==> src/rtl/mem_stage.sv <==
// rtl/mem_stage.sv - MEM pipeline stage: latches EXE results, extends load data, feeds WB and ID forwarding.
module mem_stage #(
    parameter int EXE_TO_MEM_W = 76,
    parameter int MEM_TO_WB_W  = 70,
    parameter int MEM_TO_ID_W  = 38
) (
    input  logic                    clk,
    input  logic                    reset,
    input  logic [EXE_TO_MEM_W-1:0] exe_to_mem_bus,
    input  logic                    exe_to_mem_valid,
    output logic                    mem_allow_in,
    output logic [MEM_TO_WB_W-1:0]  mem_to_wb_bus,
    output logic                    mem_to_wb_valid,
    input  logic                    wb_allow_in,
    input  logic [31:0]             data_sram_rdata,
    output logic [MEM_TO_ID_W-1:0]  mem_to_id_bus,
    output logic                    mem_valid
);

    logic                    mem_ready_go;
    logic [EXE_TO_MEM_W-1:0] mem_reg;
    logic                    rdata_held;
    logic [31:0]             rdata_buf;
    logic [31:0]             rdata;

    logic [4:0]  ld_op;
    logic        res_from_mem;
    logic        gr_we;
    logic [4:0]  dest;
    logic [31:0] alu_result;
    logic [31:0] pc;

    logic [7:0]  ld_byte;
    logic [15:0] ld_half;
    logic [31:0] mem_result;
    logic [31:0] final_result;
    logic        enter;
    logic        drain;

    assign {ld_op, res_from_mem, gr_we, dest, alu_result, pc} = mem_reg;

    assign mem_ready_go    = 1'b1;
    assign mem_allow_in    = !mem_valid || (mem_ready_go && wb_allow_in);
    assign mem_to_wb_valid = mem_valid && mem_ready_go;
    assign enter           = mem_allow_in && exe_to_mem_valid;
    assign drain           = mem_to_wb_valid && wb_allow_in;

    always_ff @(posedge clk) begin
        if (reset) begin
            mem_valid <= 1'b0;
        end else if (mem_allow_in) begin
            mem_valid <= exe_to_mem_valid;
        end
    end

    always_ff @(posedge clk) begin
        if (reset) begin
            mem_reg <= '0;
        end else if (enter) begin
            mem_reg <= exe_to_mem_bus;
        end
    end

    // SRAM data is only presented in the first MEM cycle, so capture it if WB stalls us.
    always_ff @(posedge clk) begin
        if (reset) begin
            rdata_held <= 1'b0;
            rdata_buf  <= '0;
        end else if (enter || drain) begin
            rdata_held <= 1'b0;
        end else if (mem_valid && !rdata_held && !wb_allow_in) begin
            rdata_held <= 1'b1;
            rdata_buf  <= data_sram_rdata;
        end
    end

    assign rdata = rdata_held ? rdata_buf : data_sram_rdata;

    always_comb begin
        ld_byte = rdata[7:0];
        case (alu_result[1:0])
            2'd0: ld_byte = rdata[7:0];
            2'd1: ld_byte = rdata[15:8];
            2'd2: ld_byte = rdata[23:16];
            2'd3: ld_byte = rdata[31:24];
            default: ld_byte = rdata[7:0];
        endcase
        ld_half = alu_result[1] ? rdata[31:16] : rdata[15:0];
    end

    // ld_op bit order is {ld_b, ld_h, ld_w, ld_bu, ld_hu}; ld_w and no-op both pass the word.
    always_comb begin
        mem_result = rdata;
        if (ld_op[4]) begin
            mem_result = {{24{ld_byte[7]}}, ld_byte};
        end else if (ld_op[3]) begin
            mem_result = {{16{ld_half[15]}}, ld_half};
        end else if (ld_op[1]) begin
            mem_result = {24'd0, ld_byte};
        end else if (ld_op[0]) begin
            mem_result = {16'd0, ld_half};
        end
    end

    assign final_result  = res_from_mem ? mem_result : alu_result;
    assign mem_to_wb_bus = {gr_we, dest, final_result, pc};
    assign mem_to_id_bus = {mem_valid && gr_we && (dest != 5'd0), dest, final_result};

endmodule

==> config.mk <==
export PLATFORM = sky130hd
export DESIGN_NAME = mem_stage
export DESIGN_NICKNAME = d
export VERILOG_FILES = /design/src/rtl/mem_stage.sv
export SDC_FILE = /design/constraint.sdc
export NUM_CORES = 1
export LEC_CHECK = 0
export ABC_AREA = 1
export BUFFER_PORTS_ARGS = -buffer_cell sky130_fd_sc_hd__buf_4
export CAP_MARGIN = 15
export CORE_ASPECT_RATIO = 0.9
export CORE_MARGIN = 2
export CORE_UTILIZATION = 50
export DETAILED_ROUTE_END_ITERATION = 10
export GPL_ROUTABILITY_DRIVEN = 0
export HOLD_SLACK_MARGIN = 0.08
export PLACE_DENSITY = 0.81
export REMOVE_ABC_BUFFERS = 1
export SLEW_MARGIN = 10
export SYNTH_ARGS = -nofsm -noshare
export SYNTH_HDL_FRONTEND = slang
export SYNTH_SLANG_ARGS = --single-unit
==> constraint.sdc <==
create_clock -name clk -period 1.9 [get_ports clk]
set_clock_uncertainty 0.05 [all_clocks]
set_input_delay 0.38 -clock clk [delete_from_list [all_inputs] [get_ports clk]]
set_output_delay 0.38 -clock clk [all_outputs]
set_load 0.02 [all_outputs]
==> impl_metrics.env, run 1 <==
export IMPL_first_global_vias=5871
export IMPL_grt_first_pass_wirelength_um=27800
export IMPL_detailed_place_hpwl_um=12300
export IMPL_reg2reg_slack_ps=220
export IMPL_grt_setup_unrepaired="yes"
export IMPL_synthesized_area_fraction_occupied_by_adder_cells_pct=0
export IMPL_global_route_usage_sum_pct=26.7
export IMPL_worst_path_max_delay_cell="sky130_fd_sc_hd__dfxtp_4"
export IMPL_synth_compound_area_share_pct=18.2
export IMPL_root_buffer="sky130_fd_sc_hd__clkbuf_16"
export IMPL_final_min_clock_period_ps=2400
export IMPL_synth_enable_flop_cells=0
export IMPL_clock_latency_ps=350
export IMPL_cts_tree="yes"
export IMPL_clock_path_buffers=2
export IMPL_slew_limit_headroom_pct=63.7
export IMPL_gr_usage_met2_pct=46.4
export IMPL_final_critical_path_setup_slack_ps=-500
export IMPL_synthesis_area_per_instance_um2=6.64
export IMPL_num_vias=6433
export IMPL_required_ps=1470
export IMPL_crit_fanout=27
export IMPL_mostFrequentLayoutCell="sky130_fd_sc_hd__buf_4"
export IMPL_die_area_mm2=0.0128
export IMPL_hold_path_class="in -> reg"
export IMPL_chipHeight_um=108
export IMPL_p_int_mw=4.45
export IMPL_synth_warnings=0
export IMPL_clock_fmax_ghz=0.417
export IMPL_crit_path_cell_trace="buf_12 > buf_12 > or2_4 > o21ai_4 > nor2_1 > o21ai_1 > o211ai_1 > nand2_1 > nand2_2 > buf_4"
export IMPL_numClockSinks=109
export IMPL_route_antenna_remaining_nets=0
export IMPL_totalPowerFinal_mw=6.81
export IMPL_hold_violations=0
export IMPL_worst_endpoint_arrival_ps=1970
export IMPL_status="complete, but fails checks"
export IMPL_yosys_area_share_xor_xnor_pct=0
export IMPL_antennaDiodeCount=0
export IMPL_post_route_cells_drive_above_1_share_pct=42.4
export IMPL_route_final_wire_length_um=18100
export IMPL_cts_buffers=9
export IMPL_netSwitchingFraction_pct=34.6
export IMPL_ctsHtreeMaxLevel=3
export IMPL_hold_worst_slack_ps=191
export IMPL_seqPwrFrac_pct=37.4
export IMPL_bufs_and_invs_on_worst_path=3
export IMPL_power_leakage_nw=4.09
export IMPL_groute_layer_met1_usage_pct=32.8
export IMPL_detail_route_vias_per_cell=5.18
export IMPL_global_route_peak_usage_layer="met2"
export IMPL_std_cell_rows=37
export IMPL_synthMuxAreaShare_pct=0
export IMPL_report_final_setup_viol=65
export IMPL_switching_power_mw=2.35
export IMPL_nNetsFinal=1193
export IMPL_crit_type="reg -> out"
export IMPL_remaining_drc_errors=0
export IMPL_cp_slowest_stage_delay_ps=380
export IMPL_synth_simple_gate_area_share_pct=28.3
export IMPL_multi_input_logic_area_mm2=0.00327
export IMPL_routedWlPerCell_um=14.6
export IMPL_timing_critical_path_from_type="flip-flop"
export IMPL_finalCoreUtilization_pct=76.5
export IMPL_path_delay_family="simple AND/OR/NAND/NOR gates"
export IMPL_post_place_cells=1213
export IMPL_power_density_mw_per_mm2=772
export IMPL_cell_with_the_most_instances_on_the_worst_path="sky130_fd_sc_hd__buf_12"
export IMPL_power_clock_fraction_pct=26.8
export IMPL_seq_area_frac_synth_pct=36.6
export IMPL_main_combinational_cell_family_by_area_after_synthesis="simple AND/OR/NAND/NOR gates"
export IMPL_clk_pin_slew_worst_paths_ps=80
export IMPL_io_pin_count=223
export IMPL_max_slew_worst_pin_slew_ps=544
export IMPL_drt_first_pass_iters=5
export IMPL_power_share_combinational_pct=35.8
export IMPL_core_region_area_mm2=0.0115
export IMPL_syn_cell_area_mm2=0.00597
export IMPL_grt_antenna_before_repair=0
export IMPL_post_place_ws_ps=-223
export IMPL_maxCapViolations=0
export IMPL_postSynth_asyncResetShare_pct=0
export IMPL_number_of_storage_elements_in_the_synthesis_netlist=109
export IMPL_post_layout_nonfiller_instances=1242
export IMPL_worstSetupEndpointType="output pin"
export IMPL_grt_overflow_total=0
export IMPL_timing_final_max_slew_violations=0
export IMPL_synthDistinctLibCells=30
export IMPL_numPortBuffers=221
export IMPL_area_growth_synth_to_final_pct=47.8
export IMPL_largest_reg_flops=75
export IMPL_fill_cells=844
export IMPL_timing_final_crit_share_pct=126
export IMPL_vdd_drop_max_v=0.000494
export IMPL_register_area_mm2=0.00219
export IMPL_initial_core_util_pct=51.8
export IMPL_violations="negative setup slack"
export IMPL_grt_max_degree=69
export IMPL_most_common_layout_cells="sky130_fd_sc_hd__buf_4 (226), sky130_fd_sc_hd__nor2_1 (176), sky130_fd_sc_hd__nand2_1 (115)"
export IMPL_gate_count_of_the_mapped_netlist=898
export IMPL_dominantRegCellSynth="sky130_fd_sc_hd__dfxtp_1"
export IMPL_die_w_um=119
export IMPL_dr_first_iter_drc_count=459
export IMPL_use_met3_pct=6.30
[area by class of cell]
| class | instances | share of cell area (%) |
|---|---|---|
| Multi-Input combinational cell | 613 | 37.0 |
| Timing Repair Buffer | 298 | 30.2 |
| Sequential cell | 109 | 24.9 |
| Clock buffer | 9 | 2.55 |
| Inverter | 49 | 2.34 |
| Tap cell | 156 | 2.21 |
| Clock inverter | 7 | 0.667 |
| Timing Repair inverter | 1 | 0.128 |
[per-stage QoR]
step	TNS, ps	cell area, um2
2_1_floorplan	-107290	5140
3_3_place_gp	-7450	7610
3_5_place_dp	-9710	7610
4_1_cts	-26510	8210
5_1_grt	-33070	8820
6_report	-27980	8820
[cells in the mapped netlist (2+ instances only)]
library cell,count,share of area (%)
sky130_fd_sc_hd__o21ai_0,114,9.6
sky130_fd_sc_hd__nand3_1,25,2.1
sky130_fd_sc_hd__nor2_2,20,2.1
sky130_fd_sc_hd__nand2_2,5,0.52
sky130_fd_sc_hd__o211ai_1,8,1.0
sky130_fd_sc_hd__o21ai_2,2,0.29
sky130_fd_sc_hd__nand2_1,144,9.1
sky130_fd_sc_hd__o2111ai_1,3,0.44
sky130_fd_sc_hd__and2_1,3,0.31
sky130_fd_sc_hd__buf_6,3,0.57
sky130_fd_sc_hd__clkbuf_1,29,1.8
sky130_fd_sc_hd__or2_2,2,0.21
sky130_fd_sc_hd__o21ai_1,25,2.1
sky130_fd_sc_hd__buf_2,13,1.1
sky130_fd_sc_hd__a21oi_1,56,4.7
sky130_fd_sc_hd__dfxtp_1,109,37
sky130_fd_sc_hd__inv_2,10,0.63
sky130_fd_sc_hd__buf_4,79,9.9
sky130_fd_sc_hd__nor2_1,197,12
sky130_fd_sc_hd__inv_1,39,2.5
sky130_fd_sc_hd__nor2_4,3,0.57
[power groups by stage]
stage               registers [mW]  logic (mW)  clock network, mW
floorplan                     2.68       0.924                  0
global placement              2.58        1.99                  0
detailed placement            2.59        2.02                  0
CTS                           2.54        2.15               1.84
global route                  2.56        2.61               1.95
finish                        2.55        2.43               1.83
[timing repair]
action                     4_1_cts  5_1_grt
setup buffers                    5        4
gates resized for setup         81      145
setup endpoints to repair       65       65
cloned                           1        4
pin swaps                       21       31
hold buffers                     0        0
[worst reg2reg max path, cell delays in order (launching register included)]
cell and delay (ps):
sky130_fd_sc_hd__dfxtp_4 400, sky130_fd_sc_hd__inv_8 60, sky130_fd_sc_hd__clkbuf_16 160, sky130_fd_sc_hd__buf_8 120
sky130_fd_sc_hd__buf_4 120, sky130_fd_sc_hd__nand2_2 220, sky130_fd_sc_hd__buf_12 230, sky130_fd_sc_hd__o21ai_0 110
sky130_fd_sc_hd__a21oi_1 130
[cells by family after synthesis]
| logic type | Yosys count |
|---|---|
| simple gates | 404 |
| compound gates | 209 |
| buf+inv | 176 |
| flops | 109 |
[metal layers]
| metal | share of wire, % | wire, um |
|---|---|---|
| met2 | 50 | 9000 |
| met5 | 0 | 0 |
| met3 | 7.7 | 1400 |
| met1 | 41 | 7390 |
| met4 | 1.7 | 310 |
[final timing paths]
check	start	to	depth (start not counted)
worst max-delay path	rdata_held$_SDFFE_PP0P_	mem_to_id_bus[6]	10
worst min-delay path	exe_to_mem_bus[8]	mem_reg[8]$_SDFFE_PP0P_	3
worst max register to register	rdata_held$_SDFFE_PP0P_	rdata_buf[12]$_SDFFE_PP0P_	8
worst min register to register	rdata_buf[9]$_SDFFE_PP0P_	rdata_buf[9]$_SDFFE_PP0P_	2
No activity file was read; power rests on OpenSTA's default activity.
==> inputs of run 2 (changes only) <==
--- a/config.mk
+++ b/config.mk
@@ -8,9 +8,9 @@
 export ABC_AREA = 1
 export BUFFER_PORTS_ARGS = -buffer_cell sky130_fd_sc_hd__buf_4
 export CAP_MARGIN = 15
-export CORE_ASPECT_RATIO = 0.9
 export CORE_MARGIN = 2
 export CORE_UTILIZATION = 50
+export CTS_CLUSTER_SIZE = 20
 export DETAILED_ROUTE_END_ITERATION = 10
 export GPL_ROUTABILITY_DRIVEN = 0
 export HOLD_SLACK_MARGIN = 0.08
==> run 2 against run 1 <==
Highest routed layer unchanged. Fmax up 0.20%. Register-to-register slack improved by 80 ps. The flow finishes with violations (design-rule violations, negative setup slack). Critical path type unchanged. Setup slack better by 4.8 ps. Count of clock-buffer cells in the layout is 1 higher.
==> impl_metrics.env, run 2 (same netlist as run 1, synthesis figures left out) <==
export IMPL_timing_critical_path_from_type="flip-flop"
export IMPL_crit_path_cell_trace="buf_6 > nand2_2 > nand2_2 > nand2_2 > nand4_4 > nand2_2 > nand2_4 > clkbuf_16 > nor2_2 > nor2_2 > buf_6"
export IMPL_fill_cells=865
export IMPL_worstHoldStart="exe_to_mem_bus[60]"
export IMPL_io_pin_count=223
export IMPL_drt_first_pass_iters=9
export IMPL_cts_buffers=9
export IMPL_core_region_area_mm2=0.0115
export IMPL_antennaDiodeCount=0
export IMPL_violations="design-rule violations, negative setup slack"
export IMPL_power_density_mw_per_mm2=820
export IMPL_timing_final_crit_share_pct=126
export IMPL_worst_path_max_delay_cell="sky130_fd_sc_hd__dfxtp_4"
export IMPL_clock_fmax_ghz=0.418
export IMPL_die_w_um=113
export IMPL_mostFrequentLayoutCell="sky130_fd_sc_hd__buf_4"
export IMPL_numClockSinks=109
export IMPL_dr_first_iter_drc_count=479
export IMPL_root_buffer="sky130_fd_sc_hd__clkbuf_16"
export IMPL_cts_tree="yes"
export IMPL_clock_path_buffers=2
export IMPL_power_leakage_nw=3.98
export IMPL_hold_path_class="in -> reg"
export IMPL_detail_route_vias_per_cell=5.23
export IMPL_crit_type="reg -> out"
export IMPL_grt_overflow_total=0
export IMPL_slew_limit_headroom_pct=58.9
export IMPL_rr_startpoint="mem_to_wb_valid$_SDFFE_PP0N_"
export IMPL_required_ps=1470
export IMPL_num_vias=6380
export IMPL_initial_core_util_pct=51.8
export IMPL_grt_antenna_before_repair=0
export IMPL_grt_max_degree=69
export IMPL_nNetsFinal=1185
export IMPL_worstSetupEndpointType="output pin"
export IMPL_clk_pin_slew_worst_paths_ps=70
export IMPL_post_route_cells_drive_above_1_share_pct=39.5
export IMPL_std_cell_rows=39
export IMPL_hold_violations=0
export IMPL_final_area_mm2=0.00853
export IMPL_area_growth_synth_to_final_pct=42.9
export IMPL_chipHeight_um=113
export IMPL_cp_slowest_stage_delay_ps=390
export IMPL_status="complete, but fails checks"
export IMPL_grt_first_pass_wirelength_um=28100
export IMPL_routedWlPerCell_um=15.1
export IMPL_detailed_place_hpwl_um=12900
export IMPL_cell_with_the_most_instances_on_the_worst_path="sky130_fd_sc_hd__nand2_2"
export IMPL_die_area_mm2=0.0128
export IMPL_vdd_drop_max_v=0.000611
export IMPL_most_common_layout_cells="sky130_fd_sc_hd__buf_4 (234), sky130_fd_sc_hd__nor2_1 (184), sky130_fd_sc_hd__nand2_1 (124)"
export IMPL_final_critical_path_setup_slack_ps=-495
export IMPL_report_final_setup_viol=65
export IMPL_timing_critical_path_from="rdata_held$_SDFFE_PP0P_"
export IMPL_clock_latency_ps=350
export IMPL_numPortBuffers=221
export IMPL_final_min_clock_period_ps=2400
export IMPL_post_place_ws_ps=-183
export IMPL_remaining_drc_errors=7
export IMPL_post_place_cells=1203
export IMPL_route_antenna_remaining_nets=0
export IMPL_worst_endpoint_arrival_ps=1970
export IMPL_maxCapViolations=0
export IMPL_largest_reg_flops=75
export IMPL_post_layout_nonfiller_instances=1221
export IMPL_route_final_wire_length_um=18500
export IMPL_global_route_usage_sum_pct=27.2
export IMPL_max_slew_worst_pin_slew_ps=617
export IMPL_hold_worst_slack_ps=191
export IMPL_timing_final_max_slew_violations=0
export IMPL_grt_setup_unrepaired="yes"
export IMPL_first_global_vias=5878
export IMPL_placedInstanceArea_mm2=0.00758
export IMPL_ctsHtreeMaxLevel=3
export IMPL_finalSetupTns_ps=-26330
export IMPL_crit_fanout=7
-- run 2: area by class of cell --
cell class / instances / area [um2] / area share [%]
inverters: 49 / 199 / 2.33
repair buffers: 291 / 2480 / 29.1
flip-flops and latches: 109 / 2190 / 25.7
clock buffers: 10 / 239 / 2.80
well taps: 143 / 179 / 2.10
clock inverters: 6 / 92.6 / 1.09
multi-input cells: 613 / 3140 / 36.9
-- run 2: per-stage QoR --
stage / power (mW) / utilization (%)
3_5_place_dp: 4.61 / 65.8
5_1_grt: 7.27 / 74.0
6_report: 6.99 / 74.0
4_1_cts: 6.85 / 71.8
2_1_floorplan: 3.61 / -
3_3_place_gp: 4.58 / 65.8
-- run 2: routing by layer --
metal	up-vias	track usage (%)	part of all wire (%)	routed length [um]
met5	-	0	0	0
met2	277	46.2	48	8910
met4	0	9.27	2.9	534
met1	2922	34.3	41	7610
met3	40	5.84	7.8	1440
li1	3141	-	-	-
-- run 2: what timing repair did --
item | 4_1_cts | 5_1_grt
buffers inserted | 0 | 1
endpoints found under the setup margin | 65 | 65
gates cloned | 0 | 1
hold buffers | 0 | 0
gates resized for setup | 119 | 62
pin swaps | 19 | 11
-- run 2: path summary, 6_finish.rpt --
kind,to,cells after the start,slack (ps)
min reg2reg,rdata_buf[6]$_SDFFE_PP0P_,2,400
max,mem_to_id_bus[29],11,-500
max reg2reg,mem_reg[12]$_SDFFE_PP0P_,6,300
min,mem_reg[60]$_SDFFE_PP0P_,3,190
-- run 2: power by group --
| group | internal [mW] | switching, mW | total [mW] |
|---|---|---|---|
| registers | 2.45 | 0.0964 | 2.54 |
| logic | 1.03 | 1.32 | 2.35 |
| clock network | 1.20 | 0.901 | 2.10 |
-- run 2: critical path: cells and delay by family (launching register included) --
family        cells  cell delay (ps)
simple gates      8              720
flops             1              390
buf+inv           3              480
==> inputs of run 3 (changes only) <==
--- a/config.mk
+++ b/config.mk
@@ -9,12 +9,12 @@
 export BUFFER_PORTS_ARGS = -buffer_cell sky130_fd_sc_hd__buf_4
 export CAP_MARGIN = 15
 export CORE_MARGIN = 2
-export CORE_UTILIZATION = 50
+export CORE_UTILIZATION = 54
 export CTS_CLUSTER_SIZE = 20
 export DETAILED_ROUTE_END_ITERATION = 10
 export GPL_ROUTABILITY_DRIVEN = 0
 export HOLD_SLACK_MARGIN = 0.08
-export PLACE_DENSITY = 0.81
+export PLACE_DENSITY = 0.87
 export REMOVE_ABC_BUFFERS = 1
 export SLEW_MARGIN = 10
 export SYNTH_ARGS = -nofsm -noshare
==> constraint.sdc (replaced) <==
create_clock -name clk -period 2.8 [get_ports clk]
set_clock_uncertainty 0.05 [all_clocks]
set_input_delay 0.56 -clock clk [delete_from_list [all_inputs] [get_ports clk]]
set_output_delay 0.56 -clock clk [all_outputs]
set_load 0.02 [all_outputs]
==> run 3 against run 2 <==
The flow now finishes without violations. Clock power is 53% lower. Largest cell class unchanged. Total power is 43% lower. Die area is 7.2% lower. Highest routed layer unchanged. Global-route usage grew 0.78 points.
==> impl_metrics.env, run 3 (same netlist as run 1, synthesis figures left out) <==
export IMPL_status="completed"
export IMPL_clock_fmax_ghz=0.368
export IMPL_finalCoreUtilization_pct=68.5
export IMPL_io_pin_count=223
export IMPL_post_layout_nonfiller_instances=1162
export IMPL_most_common_layout_cells="sky130_fd_sc_hd__buf_4 (228), sky130_fd_sc_hd__nor2_1 (193), sky130_fd_sc_hd__nand2_1 (144)"
export IMPL_area_growth_synth_to_final_pct=24.0
export IMPL_switching_power_mw=1.46
export IMPL_regToRegEndpoint="mem_reg[75]$_SDFFE_PP0P_"
export IMPL_worstSetupEndpointType="output pin"
export IMPL_grt_max_degree=81
export IMPL_maxUsedRoutingLayer="met4"
export IMPL_route_antenna_remaining_nets=0
export IMPL_report_final_setup_viol=0
export IMPL_totalPowerFinal_mw=4.02
export IMPL_power_leakage_nw=3.51
export IMPL_nNetsFinal=1129
export IMPL_cell_with_the_most_instances_on_the_worst_path="sky130_fd_sc_hd__nand2_1"
export IMPL_p_int_mw=2.56
export IMPL_routedWlPerCell_um=14.6
export IMPL_power_share_combinational_pct=32.5
export IMPL_initial_core_util_pct=55.3
export IMPL_cts_setup_buffers=0
export IMPL_worst_hold_path_endpoint="mem_reg[40]$_SDFFE_PP0P_"
export IMPL_clock_latency_ps=380
export IMPL_worstHoldStart="exe_to_mem_bus[40]"
export IMPL_power_clock_fraction_pct=24.7
export IMPL_vdd_drop_max_v=0.000381
export IMPL_required_ps=2190
export IMPL_cp_slowest_stage_delay_ps=390
export IMPL_worst_path_max_delay_cell="sky130_fd_sc_hd__dfxtp_4"
export IMPL_die_w_um=109
export IMPL_cts_tree="yes"
export IMPL_cts_buffers=9
export IMPL_core_region_area_mm2=0.0108
export IMPL_final_area_mm2=0.00740
export IMPL_max_slew_worst_pin_slew_ps=577
export IMPL_finalSetupTns_ps=0
export IMPL_root_buffer="sky130_fd_sc_hd__clkbuf_8"
export IMPL_num_vias=6096
export IMPL_dr_first_iter_drc_count=460
export IMPL_chipHeight_um=109
export IMPL_clock_path_buffers=2
export IMPL_route_met2_wl_um=8180
export IMPL_final_min_clock_period_ps=2720
export IMPL_crit_type="reg -> out"
export IMPL_worst_endpoint_arrival_ps=2110
export IMPL_path_delay_family="simple AND/OR/NAND/NOR gates"
export IMPL_grt_antenna_before_repair=0
export IMPL_mostFrequentLayoutCell="sky130_fd_sc_hd__buf_4"
export IMPL_route_met3_wl_um=1210
export IMPL_ctsHtreeMaxLevel=3
export IMPL_crit_fanout=19
export IMPL_global_route_usage_sum_pct=28.0
export IMPL_remaining_drc_errors=0
export IMPL_hold_path_class="in -> reg"
export IMPL_detail_route_vias_per_cell=5.25
export IMPL_drt_first_pass_iters=6
export IMPL_std_cell_rows=38
export IMPL_power_density_mw_per_mm2=543
export IMPL_drt_met1_wl_um=6990
export IMPL_timing_final_max_slew_violations=0
export IMPL_timing_final_crit_share_pct=97.0
export IMPL_placedInstanceArea_mm2=0.00712
export IMPL_timing_hold_worst_path_depth=3
export IMPL_grt_overflow_total=0
export IMPL_maxCapViolations=0
export IMPL_largest_reg_flops=75
export IMPL_post_route_cells_drive_above_1_share_pct=30.5
export IMPL_route_final_wire_length_um=16900
export IMPL_hold_violations=0
export IMPL_detailed_place_hpwl_um=12100
export IMPL_depth_of_the_most_critical_reg_to_reg_path=7
export IMPL_numClockSinks=109
export IMPL_timing_critical_path_from_type="flip-flop"
export IMPL_bufs_and_invs_on_worst_path=3
export IMPL_reg2reg_slack_ps=910
export IMPL_post_place_cells=1146
export IMPL_seqPwrFrac_pct=42.9
export IMPL_slew_limit_headroom_pct=61.5
export IMPL_crit_path_cell_trace="inv_6 > buf_6 > nand2_1 > o21ai_1 > nand2_1 > nand2_1 > nand2_1 > nand3_1 > nor2_1 > nor2_1 > buf_4"
export IMPL_netSwitchingFraction_pct=36.3
export IMPL_die_area_mm2=0.0119
export IMPL_grt_first_pass_wirelength_um=26200
export IMPL_rr_startpoint="mem_to_wb_valid$_SDFFE_PP0N_"
export IMPL_first_global_vias=5537
export IMPL_antennaDiodeCount=0
export IMPL_clk_pin_slew_worst_paths_ps=120
export IMPL_numPortBuffers=221
==> run 3: power by group through the flow <==
stage	Sequential (mW)	Clock [mW]	Combinational [mW]
global route	1.73	1.06	1.42
finish	1.72	0.991	1.30
global placement	1.75	0	1.26
floorplan	1.82	0	0.627
detailed placement	1.75	0	1.28
CTS	1.72	1.00	1.29
==> run 3: tightest hold or removal path, cell delays in order <==
cell	delay, ps
sky130_fd_sc_hd__buf_4	80
sky130_fd_sc_hd__nor2_1	30
sky130_fd_sc_hd__nor2_1	80
==> run 3: per-layer routing <==
metal	GRT usage, %	up-vias
met3	5.68	48
met1	35.1	2751
met4	11.5	0
met5	0	-
met2	46.9	265
li1	-	3032
==> run 3: area by class of cell <==
cell class,instances,area [um2]
clock buffers,10,138
clock inverters,6,62.6
fillers,924,3390
inverters,49,189
multi-input cells,613,2820
flip-flops and latches,109,2190
well taps,140,175
repair buffers,235,1820
==> run 3: stage by stage <==
step | setup slack (ps) | hold WS [ps]
6_report | 84.4 | 340
3_3_place_gp | 376 | 387
2_1_floorplan | -553 | 376
5_1_grt | -3.91 | 328
4_1_cts | 31.3 | 332
3_5_place_dp | 377 | 390
==> run 3: worst max path at each step <==
stage                             startpoint                end  slack (ps)  cells after the start
floorplan            rdata_held$_SDFFE_PP0P_   mem_to_id_bus[7]        -550                      8
global placement         data_sram_rdata[15]  mem_to_id_bus[19]         380                     11
detailed placement       data_sram_rdata[31]  mem_to_wb_bus[51]         380                     10
CTS                 mem_reg[74]$_SDFFE_PP0P_  mem_to_id_bus[12]          30                      7
global route         rdata_held$_SDFFE_PP0P_  mem_to_wb_bus[48]          -4                     11
finish               rdata_held$_SDFFE_PP0P_   mem_to_id_bus[5]          80                     11
==> run 3: repair_timing <==
item | 4_1_cts | 5_1_grt
endpoints found under the setup margin | 22 | 40
pin swaps | 0 | 4
hold buffers | 0 | 0
gates resized for setup | 6 | 22
hold endpoints to repair | 0 | 0
